### config.mk
export PLATFORM = sky130hd
export DESIGN_NAME = aurora_link_sequencer_flat
export DESIGN_NICKNAME = d
export VERILOG_FILES = /design/src/rtl/aurora_link_sequencer_pkg.sv /design/src/rtl/aurora_link_sequencer_if.sv /design/src/rtl/aurora_link_sequencer_sync_2ff.sv /design/src/rtl/aurora_link_sequencer.sv /design/src/flat_wrapper.sv
export SDC_FILE = /design/constraint.sdc
export NUM_CORES = 1
export LEC_CHECK = 0
export ABC_CLOCK_PERIOD_IN_PS = 9200
export CAP_MARGIN = 5
export CORE_AREA = 2 2 62 79
export CTS_CLUSTER_DIAMETER = 30
export DETAILED_ROUTE_END_ITERATION = 8
export DIE_AREA = 0 0 64 81
export PLACE_DENSITY_LB_ADDON = 0.12
export SLEW_MARGIN = 5
export SYNTH_ARGS = -nofsm -noshare
export SYNTH_HDL_FRONTEND = slang
export SYNTH_SLANG_ARGS = --single-unit
export TNS_END_PERCENT = 10
### constraint.sdc
create_clock -name clk -period 9.2 [get_ports clk]
set_clock_uncertainty 0.1 [all_clocks]
set_input_delay 0.92 -clock clk [delete_from_list [all_inputs] [get_ports clk]]
set_output_delay 0.92 -clock clk [all_outputs]
set_load 0.02 [all_outputs]
### src/rtl/aurora_link_sequencer_pkg.sv
// State encoding, default bring-up durations and per-state control decode
// shared by the Aurora link sequencer and its bench.
package aurora_seq_pkg;

  typedef enum logic [3:0] {
    IDLE     = 4'd0,
    PB_LEAD  = 4'd1,
    PMA_INIT = 4'd2,
    PB_LAG   = 4'd3,
    WAIT_UP  = 4'd4,
    DEBOUNCE = 4'd5,
    PERI_RST = 4'd6,
    RUN      = 4'd7,
    FAULT    = 4'd8
  } state_t;

  localparam int unsigned DefPbLeadCycles      = 1000;
  localparam int unsigned DefPmaInitCycles     = 75_000_000;
  localparam int unsigned DefPbLagCycles       = 25_000_000;
  localparam int unsigned DefLinkTimeoutCycles = 100_000_000;
  localparam int unsigned DefStableCycles      = 50_000;
  localparam int unsigned DefPeriResetCycles   = 50_000_000;
  localparam int unsigned DefMaxRetry          = 7;

  function automatic int unsigned max_u(input int unsigned a, input int unsigned b);
    return (a > b) ? a : b;
  endfunction

  // {reset_pb, pma_init, peri_reset} held while in state s
  function automatic logic [2:0] state_ctrl(input state_t s);
    case (s)
      PB_LEAD, PB_LAG:             return 3'b101;
      WAIT_UP, DEBOUNCE, PERI_RST: return 3'b001;
      RUN:                         return 3'b000;
      default:                     return 3'b111;
    endcase
  endfunction

endpackage

### src/rtl/aurora_link_sequencer_if.sv
// Control and status wiring between the link sequencer and the Aurora core.
interface aurora_link_sequencer_if;
  logic aurora_reset_pb;
  logic aurora_pma_init;
  logic aurora_gt_pll_lock;
  logic aurora_channel_up;
  logic aurora_lane_up;

  modport master (
    output aurora_reset_pb,
    output aurora_pma_init,
    input  aurora_gt_pll_lock,
    input  aurora_channel_up,
    input  aurora_lane_up
  );

  modport slave (
    input  aurora_reset_pb,
    input  aurora_pma_init,
    output aurora_gt_pll_lock,
    output aurora_channel_up,
    output aurora_lane_up
  );
endinterface

### src/rtl/aurora_link_sequencer_sync_2ff.sv
// Two-flop synchroniser for slow asynchronous level signals; clears to 0 on reset.
module sync_2ff #(
  parameter int Width = 1
) (
  input  logic             clk,
  input  logic             rst_n,
  input  logic [Width-1:0] d,
  output logic [Width-1:0] q
);
  logic [Width-1:0] r_meta;
  logic [Width-1:0] r_sync;

  always_ff @(posedge clk or negedge rst_n) begin
    if (!rst_n) begin
      r_meta <= '0;
      r_sync <= '0;
    end else begin
      r_meta <= d;
      r_sync <= r_meta;
    end
  end

  assign q = r_sync;
endmodule

### src/rtl/aurora_link_sequencer.sv
// Aurora bring-up/recovery sequencer: orders reset_pb and pma_init, qualifies the
// link, releases the peripheral reset once stable, and retries with a bounded count.
module aurora_link_sequencer
  import aurora_seq_pkg::*;
#(
  parameter int unsigned PbLeadCycles      = DefPbLeadCycles,
  parameter int unsigned PmaInitCycles     = DefPmaInitCycles,
  parameter int unsigned PbLagCycles       = DefPbLagCycles,
  parameter int unsigned LinkTimeoutCycles = DefLinkTimeoutCycles,
  parameter int unsigned StableCycles      = DefStableCycles,
  parameter int unsigned PeriResetCycles   = DefPeriResetCycles,
  parameter int unsigned MaxRetry          = DefMaxRetry
) (
  input  logic                    clk,
  input  logic                    rst_n,
  input  logic                    clk_locked,
  input  logic                    relink_req,
  aurora_link_sequencer_if.master aurora,
  output logic                    peri_reset,
  output logic                    link_ok,
  output logic                    fault,
  output logic [7:0]              retry_cnt,
  output logic [3:0]              state_o
);
  localparam int unsigned MaxCycles = max_u(max_u(max_u(PbLeadCycles, PmaInitCycles),
                                                  max_u(PbLagCycles, LinkTimeoutCycles)),
                                            max_u(StableCycles, PeriResetCycles));
  localparam int CntW = (MaxCycles > 1) ? $clog2(MaxCycles) : 1;
  localparam logic [7:0] MaxRetryW = 8'(MaxRetry);

  state_t            r_state;
  state_t            w_state_next;
  logic [CntW-1:0]   r_cnt;
  logic [CntW-1:0]   w_cnt_next;
  logic [7:0]        r_retry;
  logic [7:0]        w_retry_next;
  logic              w_load;
  logic              w_fail;
  logic              w_cnt_done;
  logic [2:0]        w_status_sync;
  logic              w_stable;
  logic              r_reset_pb;
  logic              r_pma_init;
  logic              r_peri_reset;
  logic              r_link_ok;
  logic              r_fault;

  sync_2ff #(.Width(3)) u_status_sync (
    .clk   (clk),
    .rst_n (rst_n),
    .d     ({aurora.aurora_gt_pll_lock, aurora.aurora_channel_up, aurora.aurora_lane_up}),
    .q     (w_status_sync)
  );

  assign w_stable   = &w_status_sync;
  assign w_cnt_done = (r_cnt == '0);

  // Counter preload on state entry: a timed state then lasts exactly N cycles.
  function automatic logic [CntW-1:0] load_value(input state_t s);
    case (s)
      PB_LEAD:  return CntW'(PbLeadCycles - 1);
      PMA_INIT: return CntW'(PmaInitCycles - 1);
      PB_LAG:   return CntW'(PbLagCycles - 1);
      WAIT_UP:  return CntW'(LinkTimeoutCycles - 1);
      DEBOUNCE: return CntW'(StableCycles - 1);
      PERI_RST: return CntW'(PeriResetCycles - 1);
      default:  return '0;
    endcase
  endfunction

  always_comb begin
    w_state_next = r_state;
    w_retry_next = r_retry;
    w_load       = 1'b0;
    w_fail       = 1'b0;
    if (!clk_locked) begin
      w_state_next = IDLE;
      w_retry_next = '0;
      w_load       = 1'b1;
    end else if (relink_req && (r_state != IDLE)) begin
      w_state_next = PB_LEAD;
      w_retry_next = '0;
      w_load       = 1'b1;
    end else begin
      case (r_state)
        IDLE: begin
          w_state_next = PB_LEAD;
          w_load       = 1'b1;
        end
        PB_LEAD:  if (w_cnt_done) begin w_state_next = PMA_INIT; w_load = 1'b1; end
        PMA_INIT: if (w_cnt_done) begin w_state_next = PB_LAG;   w_load = 1'b1; end
        PB_LAG:   if (w_cnt_done) begin w_state_next = WAIT_UP;  w_load = 1'b1; end
        WAIT_UP: begin
          if (w_stable) begin
            w_state_next = DEBOUNCE;
            w_load       = 1'b1;
          end else if (w_cnt_done) begin
            w_fail = 1'b1;
          end
        end
        DEBOUNCE: begin
          if (!w_stable) w_fail = 1'b1;
          else if (w_cnt_done) begin w_state_next = PERI_RST; w_load = 1'b1; end
        end
        PERI_RST: begin
          if (!w_stable) w_fail = 1'b1;
          else if (w_cnt_done) begin w_state_next = RUN; w_retry_next = '0; end
        end
        RUN:      if (!w_stable) w_fail = 1'b1;
        FAULT:    w_state_next = FAULT;
        default: begin
          w_state_next = IDLE;
          w_load       = 1'b1;
        end
      endcase
      // Exhausted retries park in FAULT without advancing the count.
      if (w_fail) begin
        if (r_retry >= MaxRetryW) begin
          w_state_next = FAULT;
        end else begin
          w_state_next = PB_LEAD;
          w_retry_next = r_retry + 8'd1;
          w_load       = 1'b1;
        end
      end
    end
    w_cnt_next = w_load ? load_value(w_state_next)
                        : (w_cnt_done ? r_cnt : r_cnt - CntW'(1));
  end

  always_ff @(posedge clk or negedge rst_n) begin
    if (!rst_n) begin
      r_state      <= IDLE;
      r_cnt        <= '0;
      r_retry      <= '0;
      r_reset_pb   <= 1'b1;
      r_pma_init   <= 1'b1;
      r_peri_reset <= 1'b1;
      r_link_ok    <= 1'b0;
      r_fault      <= 1'b0;
    end else begin
      r_state      <= w_state_next;
      r_cnt        <= w_cnt_next;
      r_retry      <= w_retry_next;
      {r_reset_pb, r_pma_init, r_peri_reset} <= state_ctrl(w_state_next);
      r_link_ok    <= (w_state_next == RUN);
      r_fault      <= (w_state_next == FAULT);
    end
  end

  assign aurora.aurora_reset_pb = r_reset_pb;
  assign aurora.aurora_pma_init = r_pma_init;
  assign peri_reset             = r_peri_reset;
  assign link_ok                = r_link_ok;
  assign fault                  = r_fault;
  assign retry_cnt              = r_retry;
  assign state_o                = r_state;
endmodule

### src/flat_wrapper.sv
// flat-port wrapper written by rule: the top's interface ports become plain ports
module aurora_link_sequencer_flat import aurora_seq_pkg::*;
#(
  parameter int unsigned PbLeadCycles      = DefPbLeadCycles,
  parameter int unsigned PmaInitCycles     = DefPmaInitCycles,
  parameter int unsigned PbLagCycles       = DefPbLagCycles,
  parameter int unsigned LinkTimeoutCycles = DefLinkTimeoutCycles,
  parameter int unsigned StableCycles      = DefStableCycles,
  parameter int unsigned PeriResetCycles   = DefPeriResetCycles,
  parameter int unsigned MaxRetry          = DefMaxRetry
)
  (clk, rst_n, clk_locked, relink_req, peri_reset, link_ok, fault, retry_cnt, state_o, aurora_aurora_reset_pb, aurora_aurora_pma_init, aurora_aurora_gt_pll_lock, aurora_aurora_channel_up, aurora_aurora_lane_up);
  aurora_link_sequencer_if aurora_i ();
  input  logic clk;
  input  logic rst_n;
  input  logic clk_locked;
  input  logic relink_req;
  output logic peri_reset;
  output logic link_ok;
  output logic fault;
  output logic [7:0] retry_cnt;
  output logic [3:0] state_o;
  output wire logic [$bits(aurora_i.aurora_reset_pb)-1:0] aurora_aurora_reset_pb;
  output wire logic [$bits(aurora_i.aurora_pma_init)-1:0] aurora_aurora_pma_init;
  input wire logic [$bits(aurora_i.aurora_gt_pll_lock)-1:0] aurora_aurora_gt_pll_lock;
  input wire logic [$bits(aurora_i.aurora_channel_up)-1:0] aurora_aurora_channel_up;
  input wire logic [$bits(aurora_i.aurora_lane_up)-1:0] aurora_aurora_lane_up;
  assign aurora_aurora_reset_pb = aurora_i.aurora_reset_pb;
  assign aurora_aurora_pma_init = aurora_i.aurora_pma_init;
  assign aurora_i.aurora_gt_pll_lock = aurora_aurora_gt_pll_lock;
  assign aurora_i.aurora_channel_up = aurora_aurora_channel_up;
  assign aurora_i.aurora_lane_up = aurora_aurora_lane_up;
  aurora_link_sequencer #(.PbLeadCycles(PbLeadCycles), .PmaInitCycles(PmaInitCycles), .PbLagCycles(PbLagCycles), .LinkTimeoutCycles(LinkTimeoutCycles), .StableCycles(StableCycles), .PeriResetCycles(PeriResetCycles), .MaxRetry(MaxRetry)) u_core (.clk(clk), .rst_n(rst_n), .clk_locked(clk_locked), .relink_req(relink_req), .aurora(aurora_i), .peri_reset(peri_reset), .link_ok(link_ok), .fault(fault), .retry_cnt(retry_cnt), .state_o(state_o));
endmodule
# ---- Word level (Yosys, flattened, before mapping)
# Index checks and enable logic that the tools add are counted.
dict set report classes {
  addsub 2
  mux 37
  n_lt_le_gt_ge 1
  n_reduce_logical 10
  n_eq_ne 17
}
# cell count
set op_table {}
lappend op_table {{one-hot mux 27 bit (6 select lines)} 1}
lappend op_table {{2-to-1 mux 8 bit} 7}
lappend op_table {{2-to-1 mux 27 bit} 2}
lappend op_table {{2-to-1 mux 4 bit} 12}
lappend op_table {{one-hot mux 4 bit (9 select lines)} 1}
lappend op_table {{equality test 4 x 3 -> 1 bit (second input constant)} 8}
lappend op_table {{logical NOT 27 bit} 1}
lappend op_table {{subtractor 27 x 1 -> 27 bit (second input constant)} 1}
lappend op_table {{equality test 4 x 2 -> 1 bit (second input constant)} 4}
lappend op_table {{OR reduction 3 bit} 4}
lappend op_table {{2-to-1 mux 1 bit} 11}
lappend op_table {{one-hot mux 3 bit (3 select lines)} 1}
lappend op_table {{adder 8 x 1 -> 8 bit (second input constant)} 1}
lappend op_table {{equality test 4 x 1 -> 1 bit (second input constant)} 2}
lappend op_table {{equality test 4 bit (second input constant)} 2}
lappend op_table {{>= comparator 8 x 3 -> 1 bit (second input constant)} 1}
lappend op_table {{logical NOT 4 bit} 1}
lappend op_table {{one-hot mux 1 bit (4 select lines)} 1}
lappend op_table {{nonzero test 4 bit} 1}
lappend op_table {{AND reduction 3 bit} 1}
lappend op_table {{!= test 2 x 1 -> 1 bit (second input constant)} 1}
lappend op_table {{one-hot mux 1 bit (2 select lines)} 1}
lappend op_table {{OR reduction 2 bit} 1}
lappend op_table {{logical AND 1 bit} 1}
dict set report totals {
  out_inout_bits 17
  elab_cells 77
  in_bits 7
  reg_bits 50
}

# ---- Longest topological paths before layout
# Gate-level depths: netlist of the first run.
dict set report depth {
  depth_word 12
  mapped_depth 10
  mapped_depth_nobuf 10
}

# ---- By module
# From an unflattened synthesis of the first run, not the netlist that was laid out.
dict set report unflattened {
  cells_unflattened 263
  hier_area_um2 2682.6
}
# mod instances cells_each area_each_um2
set modules_own_cells {}
lappend modules_own_cells {aurora_link_sequencer 1 257 2532.4}
lappend modules_own_cells {sync_2ff 1 6 150.1}

# ---- Worst setup path after synthesis of the first run
# OpenSTA, ideal clock, no wires.
dict set report synth_timing {
  path_kind {register to register}
  startpoint {register u_core.r_cnt[13]}
  endpoint {register u_core.r_cnt[0]}
  slack_ps 6225
  stages_incl_launch_ff 10
  synth_period_minus_slack_ps 2975
  t_arrival_ps 2736
  setup_ps 139
  cell_sequence {dfrtp_1 > or4_1 > buf_2 > or4_4 > nor2_4 > a2111oi_1 > o311ai_4 > inv_2 > nor3_2 > a21oi_1}
}
dict set report synth_between {
  elab_chain_cells 12
  word_cells_on_any_way 32
  classes_between {7 x eq/ne; 24 x mux; 1 x reduce/logical}
}
# item line
set synth_lines {}
lappend synth_lines {{from (decl)} aurora_link_sequencer.sv:33} ;# logic [CntW-1:0] r_cnt;
lappend synth_lines {{from (signal assigned)} aurora_link_sequencer.sv:143} ;# r_cnt <= w_cnt_next;
lappend synth_lines {{logical NOT 27 bit *} aurora_link_sequencer.sv:56} ;# assign w_cnt_done = (r_cnt == '0);
lappend synth_lines {{2-to-1 mux 1 bit} aurora_link_sequencer.sv:97} ;# end else if (w_cnt_done) begin
lappend synth_lines {{2-to-1 mux 1 bit} aurora_link_sequencer.sv:94} ;# if (w_stable) begin
lappend synth_lines {{one-hot mux 1 bit (2 select lines)} aurora_link_sequencer.sv:85} ;# case (r_state)
lappend synth_lines {{2-to-1 mux 1 bit} aurora_link_sequencer.sv:80} ;# end else if (relink_req && (r_state != IDLE)) begin
lappend synth_lines {{2-to-1 mux 1 bit} aurora_link_sequencer.sv:76} ;# if (!clk_locked) begin
lappend synth_lines {{2-to-1 mux 4 bit *} aurora_link_sequencer.sv:117} ;# if (w_fail) begin
lappend synth_lines {{2-to-1 mux 4 bit *} aurora_link_sequencer.sv:80}
lappend synth_lines {{2-to-1 mux 4 bit *} aurora_link_sequencer.sv:76}
lappend synth_lines {{net u_core.w_state_next[0]} aurora_link_sequencer.sv:32} ;# state_t w_state_next;
lappend synth_lines {{equality test 4 x 3 -> 1 bit, or another cell as far along} aurora_link_sequencer.sv:60} ;# case (s)
lappend synth_lines {{one-hot mux 27 bit (6 select lines) *} aurora_link_sequencer.sv:60}
lappend synth_lines {{2-to-1 mux 27 bit *} aurora_link_sequencer.sv:127} ;# w_cnt_next = w_load ? load_value(w_state_next)
# Mark *: on every way through the listed nets, which the timed path passes. The rest lies on a longest branch. The select of a mux whose other input is x is not followed.
# A chain may end at the register's enable or synchronous reset.

# ---- Final worst setup path of the first run
dict set report layout_timing {
  startpoint {register u_core.r_cnt[13]}
  endpoint {register u_core.r_cnt[7]}
}
dict set report layout_between {
  elab_chain_cells 12
  word_cells_on_any_way 32
  classes_between {7 x eq/ne; 24 x mux; 1 x reduce/logical}
}
# item line
set layout_lines {}
lappend layout_lines {{logical NOT 27 bit *} aurora_link_sequencer.sv:56}
lappend layout_lines {{2-to-1 mux 1 bit} -}
lappend layout_lines {{2-to-1 mux 1 bit} aurora_link_sequencer.sv:94}
lappend layout_lines {{one-hot mux 1 bit (2 select lines)} aurora_link_sequencer.sv:85}
lappend layout_lines {{2-to-1 mux 1 bit} aurora_link_sequencer.sv:80}
lappend layout_lines {{2-to-1 mux 1 bit} aurora_link_sequencer.sv:76}
lappend layout_lines {{2-to-1 mux 4 bit} aurora_link_sequencer.sv:117}
lappend layout_lines {{2-to-1 mux 4 bit} aurora_link_sequencer.sv:80}
lappend layout_lines {{2-to-1 mux 4 bit} aurora_link_sequencer.sv:76}
lappend layout_lines {{equality test 4 x 3 -> 1 bit, or another cell as far along} aurora_link_sequencer.sv:60}
lappend layout_lines {{one-hot mux 27 bit (6 select lines)} aurora_link_sequencer.sv:60}
lappend layout_lines {{2-to-1 mux 27 bit} aurora_link_sequencer.sv:127}
# Every way passes the cells marked *; elsewhere a longest branch is shown, timed or not. The select of a mux whose other input is x is not followed.

==> flow_metrics.py, run 1 <==
metrics = {
    "logic_synthesis": {
        "ys_ff_latch": 50,
        "synth_cell_types": 59,
        "yosys_most_used_dff": "dfrtp_1",
        "synth-async-reset-ratio": 1.00,
        "syn-mean-instance-area_um2": 9.84,
        "synth_edf_count": 0,
        "ys_seq_area_frac": 0.479,
        "synth_fp_nets": 275,
        "synth_warnings": 0,
        "syn_inst": 266,
        "syn_area_mm2": 0.00262,
    },
    "pwr": {
        "peakVddDrop_mv": 0.115,
        "pwr-share-clk": 0.363,
        "seqPwrFrac": 0.527,
        "switchingPower_w": 0.000116,
        "power_frac_comb": 0.109,
        "leakagePower_nw": 1.28,
        "p_sw_frac": 0.262,
        "powerDensity_mw_per_mm2": 147,
        "cellInternalPower_w": 0.000327,
    },
    "sta": {
        "hold_viol": 0,
        "setup_viol": 0,
        "worst_pin_slew_ns": 1.10,
        "max_freq_mhz": 261,
        "slew_headroom": 0.266,
        "fin_crit_sh": 0.416,
        "rsz0062_at_grt": "false",
        "timing.setup.tns_ns": 0,
        "post-route-min-period_ns": 3.83,
        "finalMaxSlewViolations": 0,
    },
    "route": {
        "wl_met2_um": 3250,
        "routed_wl_um": 6130,
        "dr_total_vias": 2142,
        "wl_met1_um": 2440,
        "drc": 0,
        "firstDrtPassIters": 5,
        "vias_per_cell": 6.12,
        "top_layer": "met4",
        "drt_iter0_markers": 257,
        "met3WireLength_um": 305,
        "wl_per_cell_um": 17.5,
        "ant_nets": 0,
    },
    "global_routing": {
        "grt_max_degree": 51,
        "antenna_found_initial": 0,
        "grt-ovfl-total": 0,
        "grt_pass1_wl_um": 10200,
        "grt_pass1_vias": 2056,
        "grt_usage": 0.262,
    },
    "floorplanning": {
        "pin_count": 24,
        "dieWidth_um": 64,
        "fp.dieH_um": 81,
        "coreArea_mm2": 0.00452,
        "floorplan.initialDensity": 0.579,
        "die_area_mm2": 0.00518,
        "placement_rows": 28,
    },
    "finish": {
        "area_growth_pct": 14.8,
        "postLayoutCoreUtil": 0.665,
        "mostFrequentLayoutCell": "dfrtp_1",
        "nNetsFinal": 298,
        "layout_common_cells": "47 x dfrtp_1, 30 x nor2_1, 22 x clkdlybuf4s50_1",
        "drive_above_1_share": 0.0931,
        "antennaDiodeCount": 0,
    },
    "setup_path": {
        "rrSetupSlack_ns": 5.37,
        "r2r-start": "u_core.r_cnt[13]$_DFFE_PN0P_",
        "crit_path_end_kind": "flip-flop",
        "worst-path-max-fanout": 17,
        "r2r_cells": 7,
        "crit_arrival_ns": 3.93,
        "worstPathRequired_ns": 9.31,
        "r2r-end": "u_core.r_cnt[7]$_DFFE_PN0P_",
        "crit_type": "flip-flop to flip-flop",
        "cp-start-kind": "flip-flop",
    },
    "clocking": {
        "cts.root.buffer_cell": "clkbuf_8",
        "cts_buffer_depth": 2,
        "cts_setup_buffers": 0,
        "clkTransAtPathRegs_ns": 0.10,
        "htreeDepth": 2,
        "cts_buffers": 5,
        "worstSkewPairLatency_ns": 0.32,
        "clock-sinks": 50,
        "post_cts_resized": 0,
        "holdBufCountCts": 0,
        "cts_tree": "yes",
    },
    "min_path": {
        "min-delay-start": "u_core.u_status_sync.r_meta[0]$_DFF_PN0_",
        "min_path_cells": 0,
        "min_to": "u_core.u_status_sync.q[0]$_DFF_PN0_",
        "hold_class": "flip-flop to flip-flop",
    },
    "placed_design": {
        "portBuffers": 23,
        "gp_congestion": 0.884,
        "hpwl_um": 4350,
    },
    "flow_run": {
        "max_cap_violations": 0,
    },
    "outcome": {
        "status": "finished clean",
    },
}
## logic make-up after synthesis
group | share of synthesized area
flip-flops | 0.479
AO/OA/AOI/OAI | 0.167
XOR/XNOR | 0.0703
AND/OR/NAND/NOR | 0.231
buffers and inverters | 0.0239
adder cells (fa/ha/maj) | 0.00956
multiplexers | 0.0191
## power by group through the flow
stage	registers, W	clock network [W]	logic, W
after floorplan	0.000236	0	0.0000311
after global placement	0.000237	0	0.0000474
after detailed placement	0.000237	0	0.0000476
after CTS	0.000233	0.000163	0.0000483
after global routing	0.000235	0.000172	0.0000543
final	0.000233	0.000161	0.0000483
## state kept, by name, indices dropped and copies added (netlist names)
| signal | count |
|---|---|
| u_core.r_cnt | 27 |
| u_core.retry_cnt | 8 |
| u_core.state_o | 4 |
| u_core.u_status_sync.q | 3 |
| u_core.u_status_sync.r_meta | 3 |
| u_core.aurora.aurora_pma_init | 1 |
| u_core.aurora.aurora_reset_pb | 1 |
| u_core.fault | 1 |
| u_core.link_ok | 1 |
| u_core.peri_reset | 1 |
## final cells by class
cell class	count	area, µm²
Fill cell	355	1510
Tap cell	60	75.1
Sequential cell	50	1250
Multi-Input combinational cell	200	1300
Clock inverter	3	43.8
Clock buffer	5	68.8
Timing Repair Buffer	24	233
Inverter	8	30.0
## per-stage QoR
stage / std cells / hold slack (ns) / setup WS [ns] / total power, W / area (µm²)
final: 350 / 0.256 / 5.37 / 0.000442 / 3010
after global placement: 342 / 0.232 / 5.46 / 0.000285 / 2890
after floorplan: 266 / 0.231 / 6.23 / 0.000267 / 2620
after global routing: 350 / 0.264 / 5.12 / 0.000460 / 3010
after CTS: 350 / 0.259 / 5.41 / 0.000445 / 3010
after detailed placement: 342 / 0.236 / 5.43 / 0.000285 / 2890
## worst max-delay path: stages (launching register included)
cell	delay, ns
dfrtp_1	0.44
or4_1	0.71
nor4_2	0.67
nand2_1	0.41
o2111a_1	0.55
nand2_1	0.48
a21oi_1	0.08
a211o_1	0.28
## routing by layer
metal	GRT usage	vias up
met5	0	-
met2	0.464	89
met1	0.320	1023
met4	0.109	0
li1	-	1017
met3	0.0388	13
## synth_stat cells (all sizes together) (2+ instances only)
cell / count / area share
nand2: 17 / 0.024
and3: 5 / 0.012
inv: 8 / 0.011
nand4: 4 / 0.0096
nor2: 31 / 0.047
nand3: 6 / 0.011
nor3: 13 / 0.029
mux2i: 5 / 0.019
clkbuf: 6 / 0.0086
xnor2: 13 / 0.043
a21oi: 14 / 0.028
nor4: 7 / 0.019
dfrtp: 47 / 0.45
and2: 5 / 0.012
buf: 2 / 0.0038
xor2: 8 / 0.027
o31a: 2 / 0.0067
ha: 2 / 0.0096
o21ai: 19 / 0.036
or4: 5 / 0.016
dfstp: 3 / 0.030
a2111oi: 2 / 0.0072
and4: 2 / 0.0067
o211ai: 2 / 0.0057
nor2b: 2 / 0.0048
a211oi: 2 / 0.011
nor3b: 3 / 0.0086
or3: 8 / 0.019
## how the worst max path moves through the flow
stage | slack, ns | startpoint | to
2_1_floorplan | 6.23 | u_core.r_cnt[13]$_DFFE_PN0P_ | u_core.r_cnt[0]$_DFFE_PN0P_
3_3_place_gp | 5.46 | u_core.r_cnt[13]$_DFFE_PN0P_ | u_core.r_cnt[7]$_DFFE_PN0P_
3_5_place_dp | 5.43 | u_core.r_cnt[13]$_DFFE_PN0P_ | u_core.r_cnt[7]$_DFFE_PN0P_
4_1_cts | 5.41 | u_core.r_cnt[13]$_DFFE_PN0P_ | u_core.r_cnt[7]$_DFFE_PN0P_
5_1_grt | 5.12 | u_core.r_cnt[13]$_DFFE_PN0P_ | u_core.r_cnt[7]$_DFFE_PN0P_
6_report | 5.37 | u_core.r_cnt[13]$_DFFE_PN0P_ | u_core.r_cnt[7]$_DFFE_PN0P_
(Power assumes the default switching activity.)
==> run 2: changes to the inputs <==
Settings changed: ABC_CLOCK_PERIOD_IN_PS 9200 to 3300, CORE_AREA 2 2 62 79 to 2 2 68 86, DIE_AREA 0 0 64 81 to 0 0 70 88.
Clock period 9.2 ns to 3.3 ns, I/O delays scaled along.
==> flow_metrics.py, run 2 (synthesized netlist as in run 1, its figures left out) <==
metrics = {
    "floorplanning": {
        "fp.dieH_um": 88,
        "dieWidth_um": 70,
        "placement_rows": 30,
        "floorplan.initialDensity": 0.491,
        "die_area_mm2": 0.00616,
        "coreArea_mm2": 0.00533,
        "pin_count": 24,
    },
    "finish": {
        "multi_input_area_mm2": 0.00130,
        "top_register": "u_core.r_cnt",
        "nNetsFinal": 314,
        "postLayoutCoreUtil": 0.584,
        "area_growth_pct": 18.9,
        "drive_above_1_share": 0.141,
        "layout_common_cells": "47 x dfrtp_1, 30 x nor2_1, 22 x clkdlybuf4s50_1",
        "fill_cells": 481,
        "seq_area_mm2": 0.00125,
        "antennaDiodeCount": 0,
        "design_area_mm2": 0.00311,
        "mostFrequentLayoutCell": "dfrtp_1",
        "largest_reg_flops": 27,
        "stdcell_count": 370,
    },
    "setup_path": {
        "worstPathRequired_ns": 3.39,
        "cp-start-kind": "flip-flop",
        "worstPathCellList": "or4_1, or4_4, nor2_4, a2111oi_1, o311ai_4, inv_2, nor3_2, a21oi_1",
        "crit_type": "flip-flop to flip-flop",
        "worst-path-max-fanout": 9,
        "slowest_delay_ns": 0.60,
        "crit_path_end_kind": "flip-flop",
        "timing.critical_path.slowest_stage_cell": "or4_4",
        "cp_top_family": "simple AND/OR/NAND/NOR gates",
        "crit_arrival_ns": 3.17,
        "rrSetupSlack_ns": 0.22,
        "path_depth": 8,
        "crit_buf_inv": 1,
        "r2r_cells": 8,
    },
    "route": {
        "ant_nets": 0,
        "dr_total_vias": 2185,
        "firstDrtPassIters": 4,
        "wl_per_cell_um": 16.4,
        "drt_iter0_markers": 97,
        "vias_per_cell": 5.91,
        "drc": 0,
        "routed_wl_um": 6080,
    },
    "pwr": {
        "powerDensity_mw_per_mm2": 374,
        "peakVddDrop_mv": 0.208,
        "leakagePower_nw": 1.34,
    },
    "placed_design": {
        "portBuffers": 23,
        "gp_congestion": 0.844,
        "placedCellCount": 362,
        "hpwl_um": 4550,
        "placed_area_mm2": 0.00302,
    },
    "sta": {
        "post-route-min-period_ns": 3.08,
        "worst_pin_slew_ns": 1.10,
        "max_freq_mhz": 325,
        "timing.setup.tns_ns": 0,
        "finalMaxSlewViolations": 0,
        "setup_viol": 0,
        "fin_crit_sh": 0.933,
        "hold_viol": 0,
        "slew_headroom": 0.265,
        "rsz0062_at_grt": "false",
    },
    "outcome": {
        "status": "finished clean",
    },
    "global_routing": {
        "grt_usage": 0.218,
        "antenna_found_initial": 0,
        "grt_max_degree": 51,
        "grt_pass1_wl_um": 10500,
        "grt_pass1_vias": 2121,
        "grt-ovfl-total": 0,
    },
    "clocking": {
        "cts_tree": "yes",
        "holdBufCountCts": 0,
        "cts_buffer_depth": 2,
        "worstSkewPairLatency_ns": 0.31,
        "cts_buffers": 5,
        "cts.root.buffer_cell": "clkbuf_8",
        "clock-sinks": 50,
        "clkTransAtPathRegs_ns": 0.10,
        "htreeDepth": 2,
    },
    "min_path": {
        "hold_class": "input pin to asynchronous set/reset pin",
    },
    "flow_run": {
        "max_cap_violations": 0,
    },
}
run 2: final timing paths:
path	from	to
worst max-delay path	u_core.r_cnt[13]$_DFFE_PN0P_	u_core.r_cnt[1]$_DFFE_PN0P_
worst min-delay path	rst_n	u_core.r_cnt[8]$_DFFE_PN0P_
worst max register to register	u_core.r_cnt[13]$_DFFE_PN0P_	u_core.r_cnt[1]$_DFFE_PN0P_
worst min register to register	u_core.u_status_sync.r_meta[0]$_DFF_PN0_	u_core.u_status_sync.q[0]$_DFF_PN0_
max in group asynchronous	rst_n	u_core.r_cnt[1]$_DFFE_PN0P_
min in group clk	u_core.u_status_sync.r_meta[0]$_DFF_PN0_	u_core.u_status_sync.q[0]$_DFF_PN0_
run 2: layout make-up:
type                    instances  share of cell area
clock inverters                 3             0.00804
repair buffers                 40               0.113
multi-input cells             200               0.418
flip-flops and latches         50               0.403
clock buffers                   5              0.0221
well taps                      64              0.0257
inverters                       8             0.00965
run 2: worst register-to-register path: stages (launching register included):
cell       delay, ns
dfrtp_1         0.43
or4_1           0.57
or4_4           0.60
nor2_4          0.14
a2111oi_1       0.10
o311ai_4        0.47
inv_2           0.17
nor3_2          0.31
a21oi_1         0.07
run 2: metrics by stage:
| stage | worst slack, ns | hold slack [ns] | total power (W) |
|---|---|---|---|
| after floorplan | 0.325 | -0.0656 | 0.000745 |
| after global placement | 0.276 | 0.235 | 0.000804 |
| after detailed placement | 0.247 | 0.235 | 0.000805 |
| after CTS | 0.221 | 0.160 | 0.00117 |
| after global routing | 0.0695 | 0.216 | 0.00123 |
| final | 0.222 | 0.121 | 0.00116 |
run 2: repair_timing:
item	in CTS	in global routing
endpoints found under the setup margin	0	4
buffers inserted	0	0
resized for setup	0	1
run 2: power by group:
| group | switching [W] | internal [W] |
|---|---|---|
| clock | 0.000218 | 0.000153 |
| combinational | 0.0000842 | 0.0000603 |
| sequential | 0.0000177 | 0.000631 |
| total | 0.000320 | 0.000845 |
run 2: routing by layer:
| layer | vias up | share of wire | GRT usage |
|---|---|---|---|
| met5 | - | 0 | 0 |
| met4 | 0 | 0.041 | 0.115 |
| met3 | 22 | 0.039 | 0.0426 |
| met2 | 57 | 0.49 | 0.365 |
| met1 | 1060 | 0.43 | 0.269 |
| li1 | 1046 | - | - |
==> run 3: changes to the inputs <==
Settings changed: ABC_CLOCK_PERIOD_IN_PS 3300 to unset, CORE_AREA 2 2 68 86 to 2 2 62 93, DIE_AREA 0 0 70 88 to 0 0 64 95.
==> flow_metrics.py, run 3 (synthesized netlist as in run 1, its figures left out) <==
metrics = {
    "outcome": {
        "status": "finished clean",
    },
    "floorplanning": {
        "die_area_mm2": 0.00608,
        "dieWidth_um": 64,
        "coreArea_mm2": 0.00533,
        "placement_rows": 33,
        "fp.dieH_um": 95,
        "floorplan.initialDensity": 0.491,
        "pin_count": 24,
    },
    "sta": {
        "post-route-min-period_ns": 3.09,
        "fin_crit_sh": 0.936,
        "hold_viol": 0,
        "finalMaxSlewViolations": 0,
        "worst_pin_slew_ns": 1.08,
        "timing.setup.tns_ns": 0,
        "slew_headroom": 0.283,
        "rsz0062_at_grt": "false",
        "max_freq_mhz": 324,
        "setup_viol": 0,
    },
    "route": {
        "routed_wl_um": 6330,
        "wl_per_cell_um": 16.9,
        "firstDrtPassIters": 4,
        "ant_nets": 0,
        "dr_total_vias": 2180,
        "drt_iter0_markers": 227,
        "vias_per_cell": 5.83,
        "drc": 0,
    },
    "finish": {
        "largest_reg_flops": 27,
        "area_growth_pct": 18.7,
        "nNetsFinal": 312,
        "layout_common_cells": "47 x dfrtp_1, 30 x nor2_1, 22 x clkdlybuf4s50_1",
        "mostFrequentLayoutCell": "dfrtp_1",
        "design_area_mm2": 0.00311,
        "fill_cells": 442,
        "top_register": "u_core.r_cnt",
        "drive_above_1_share": 0.135,
        "antennaDiodeCount": 0,
    },
    "pwr": {
        "powerDensity_mw_per_mm2": 377,
        "leakagePower_nw": 1.33,
        "peakVddDrop_mv": 0.272,
    },
    "global_routing": {
        "grt_max_degree": 51,
        "grt_usage": 0.231,
        "grt_pass1_vias": 2179,
        "antenna_found_initial": 0,
        "grt-ovfl-total": 0,
        "grt_pass1_wl_um": 10800,
    },
    "setup_path": {
        "worstPathRequired_ns": 3.39,
        "crit_path_end_kind": "flip-flop",
        "crit_type": "flip-flop to flip-flop",
        "timing.critical_path.slowest_stage_cell": "or4_4",
        "slowest_delay_ns": 0.60,
        "crit_buf_inv": 1,
        "worst-path-max-fanout": 7,
        "cp_top_family": "simple AND/OR/NAND/NOR gates",
        "cp-start-kind": "flip-flop",
        "crit_arrival_ns": 3.18,
        "worstPathCellList": "or4_1, or4_4, o211a_1, a211oi_4, inv_2, mux2i_1, nor3_2, a211o_1",
    },
    "clocking": {
        "holdBufCountCts": 0,
        "cts.root.buffer_cell": "clkbuf_8",
        "cts_buffers": 5,
        "worstSkewPairLatency_ns": 0.31,
        "cts_buffer_depth": 2,
        "clkTransAtPathRegs_ns": 0.10,
        "htreeDepth": 2,
        "cts_tree": "yes",
        "clock-sinks": 50,
    },
    "min_path": {
        "hold_class": "input pin to asynchronous set/reset pin",
    },
    "placed_design": {
        "gp_congestion": 0.894,
        "portBuffers": 23,
        "hpwl_um": 4780,
        "placed_area_mm2": 0.00301,
    },
    "flow_run": {
        "max_cap_violations": 0,
    },
}
run 3: changes by cell type in the layout (fill, tap and decap cells not counted), sizes merged:
| cell | change |
|---|---|
| buf | -2 |
| inv | +1 |
| clkinvlp | -1 |
run 3: where the power goes:
part           total, W  internal (W)  switching [W]
logic          0.000149     0.0000607      0.0000887
registers      0.000647      0.000631      0.0000156
clock network  0.000373      0.000156       0.000217
total           0.00117      0.000848       0.000322
run 3: area by class of cell:
| cell class | count | area [µm²] | share of cell area |
|---|---|---|---|
| Inverter | 8 | 30.0 | 0.00967 |
| Sequential cell | 50 | 1250 | 0.404 |
| Timing Repair Buffer | 38 | 338 | 0.109 |
| Multi-Input combinational cell | 200 | 1300 | 0.419 |
| Tap cell | 70 | 87.6 | 0.0282 |
| Clock buffer | 5 | 68.8 | 0.0222 |
| Clock inverter | 3 | 26.3 | 0.00846 |
run 3: through the flow:
stage	utilization	hold slack, ns	cells	worst slack (ns)	power [W]
2_1_floorplan	-	-0.0656	266	0.325	0.000745
3_3_place_gp	0.565	0.234	366	0.186	0.000807
3_5_place_dp	0.565	0.235	366	0.183	0.000809
4_1_cts	0.583	0.156	374	0.124	0.00118
5_1_grt	0.583	0.198	374	0.0155	0.00122
6_report	0.583	0.110	374	0.212	0.00117
run 3: worst paths after layout:
| kind | end | start | cells past startpoint | slack, ns |
|---|---|---|---|---|
| hold / removal | u_core.u_status_sync.q[0]$_DFF_PN0_ | rst_n | 1 | 0.11 |
| max in group asynchronous | u_core.r_cnt[25]$_DFFE_PN0P_ | rst_n | 1 | 2.33 |
| setup reg to reg | u_core.r_cnt[7]$_DFFE_PN0P_ | u_core.r_cnt[13]$_DFFE_PN0P_ | 8 | 0.21 |
| setup / recovery | u_core.r_cnt[7]$_DFFE_PN0P_ | u_core.r_cnt[13]$_DFFE_PN0P_ | 8 | 0.21 |
| hold reg to reg | u_core.u_status_sync.q[2]$_DFF_PN0_ | u_core.u_status_sync.r_meta[2]$_DFF_PN0_ | 0 | 0.25 |
| min in group clk | u_core.u_status_sync.q[2]$_DFF_PN0_ | u_core.u_status_sync.r_meta[2]$_DFF_PN0_ | 0 | 0.25 |
run 3: metal layers:
metal | GRT usage | wire, µm | up-vias
li1 | - | - | 1046
met1 | 0.264 | 2450 | 1064
met2 | 0.426 | 3510 | 57
met3 | 0.0310 | 178 | 13
met4 | 0.0960 | 186 | 0
met5 | 0 | 0 | -
run 3: timing repair:
action                                  CTS  global route
setup buffers                             0             0
resized for setup                         0             1
endpoints found under the setup margin    0            12
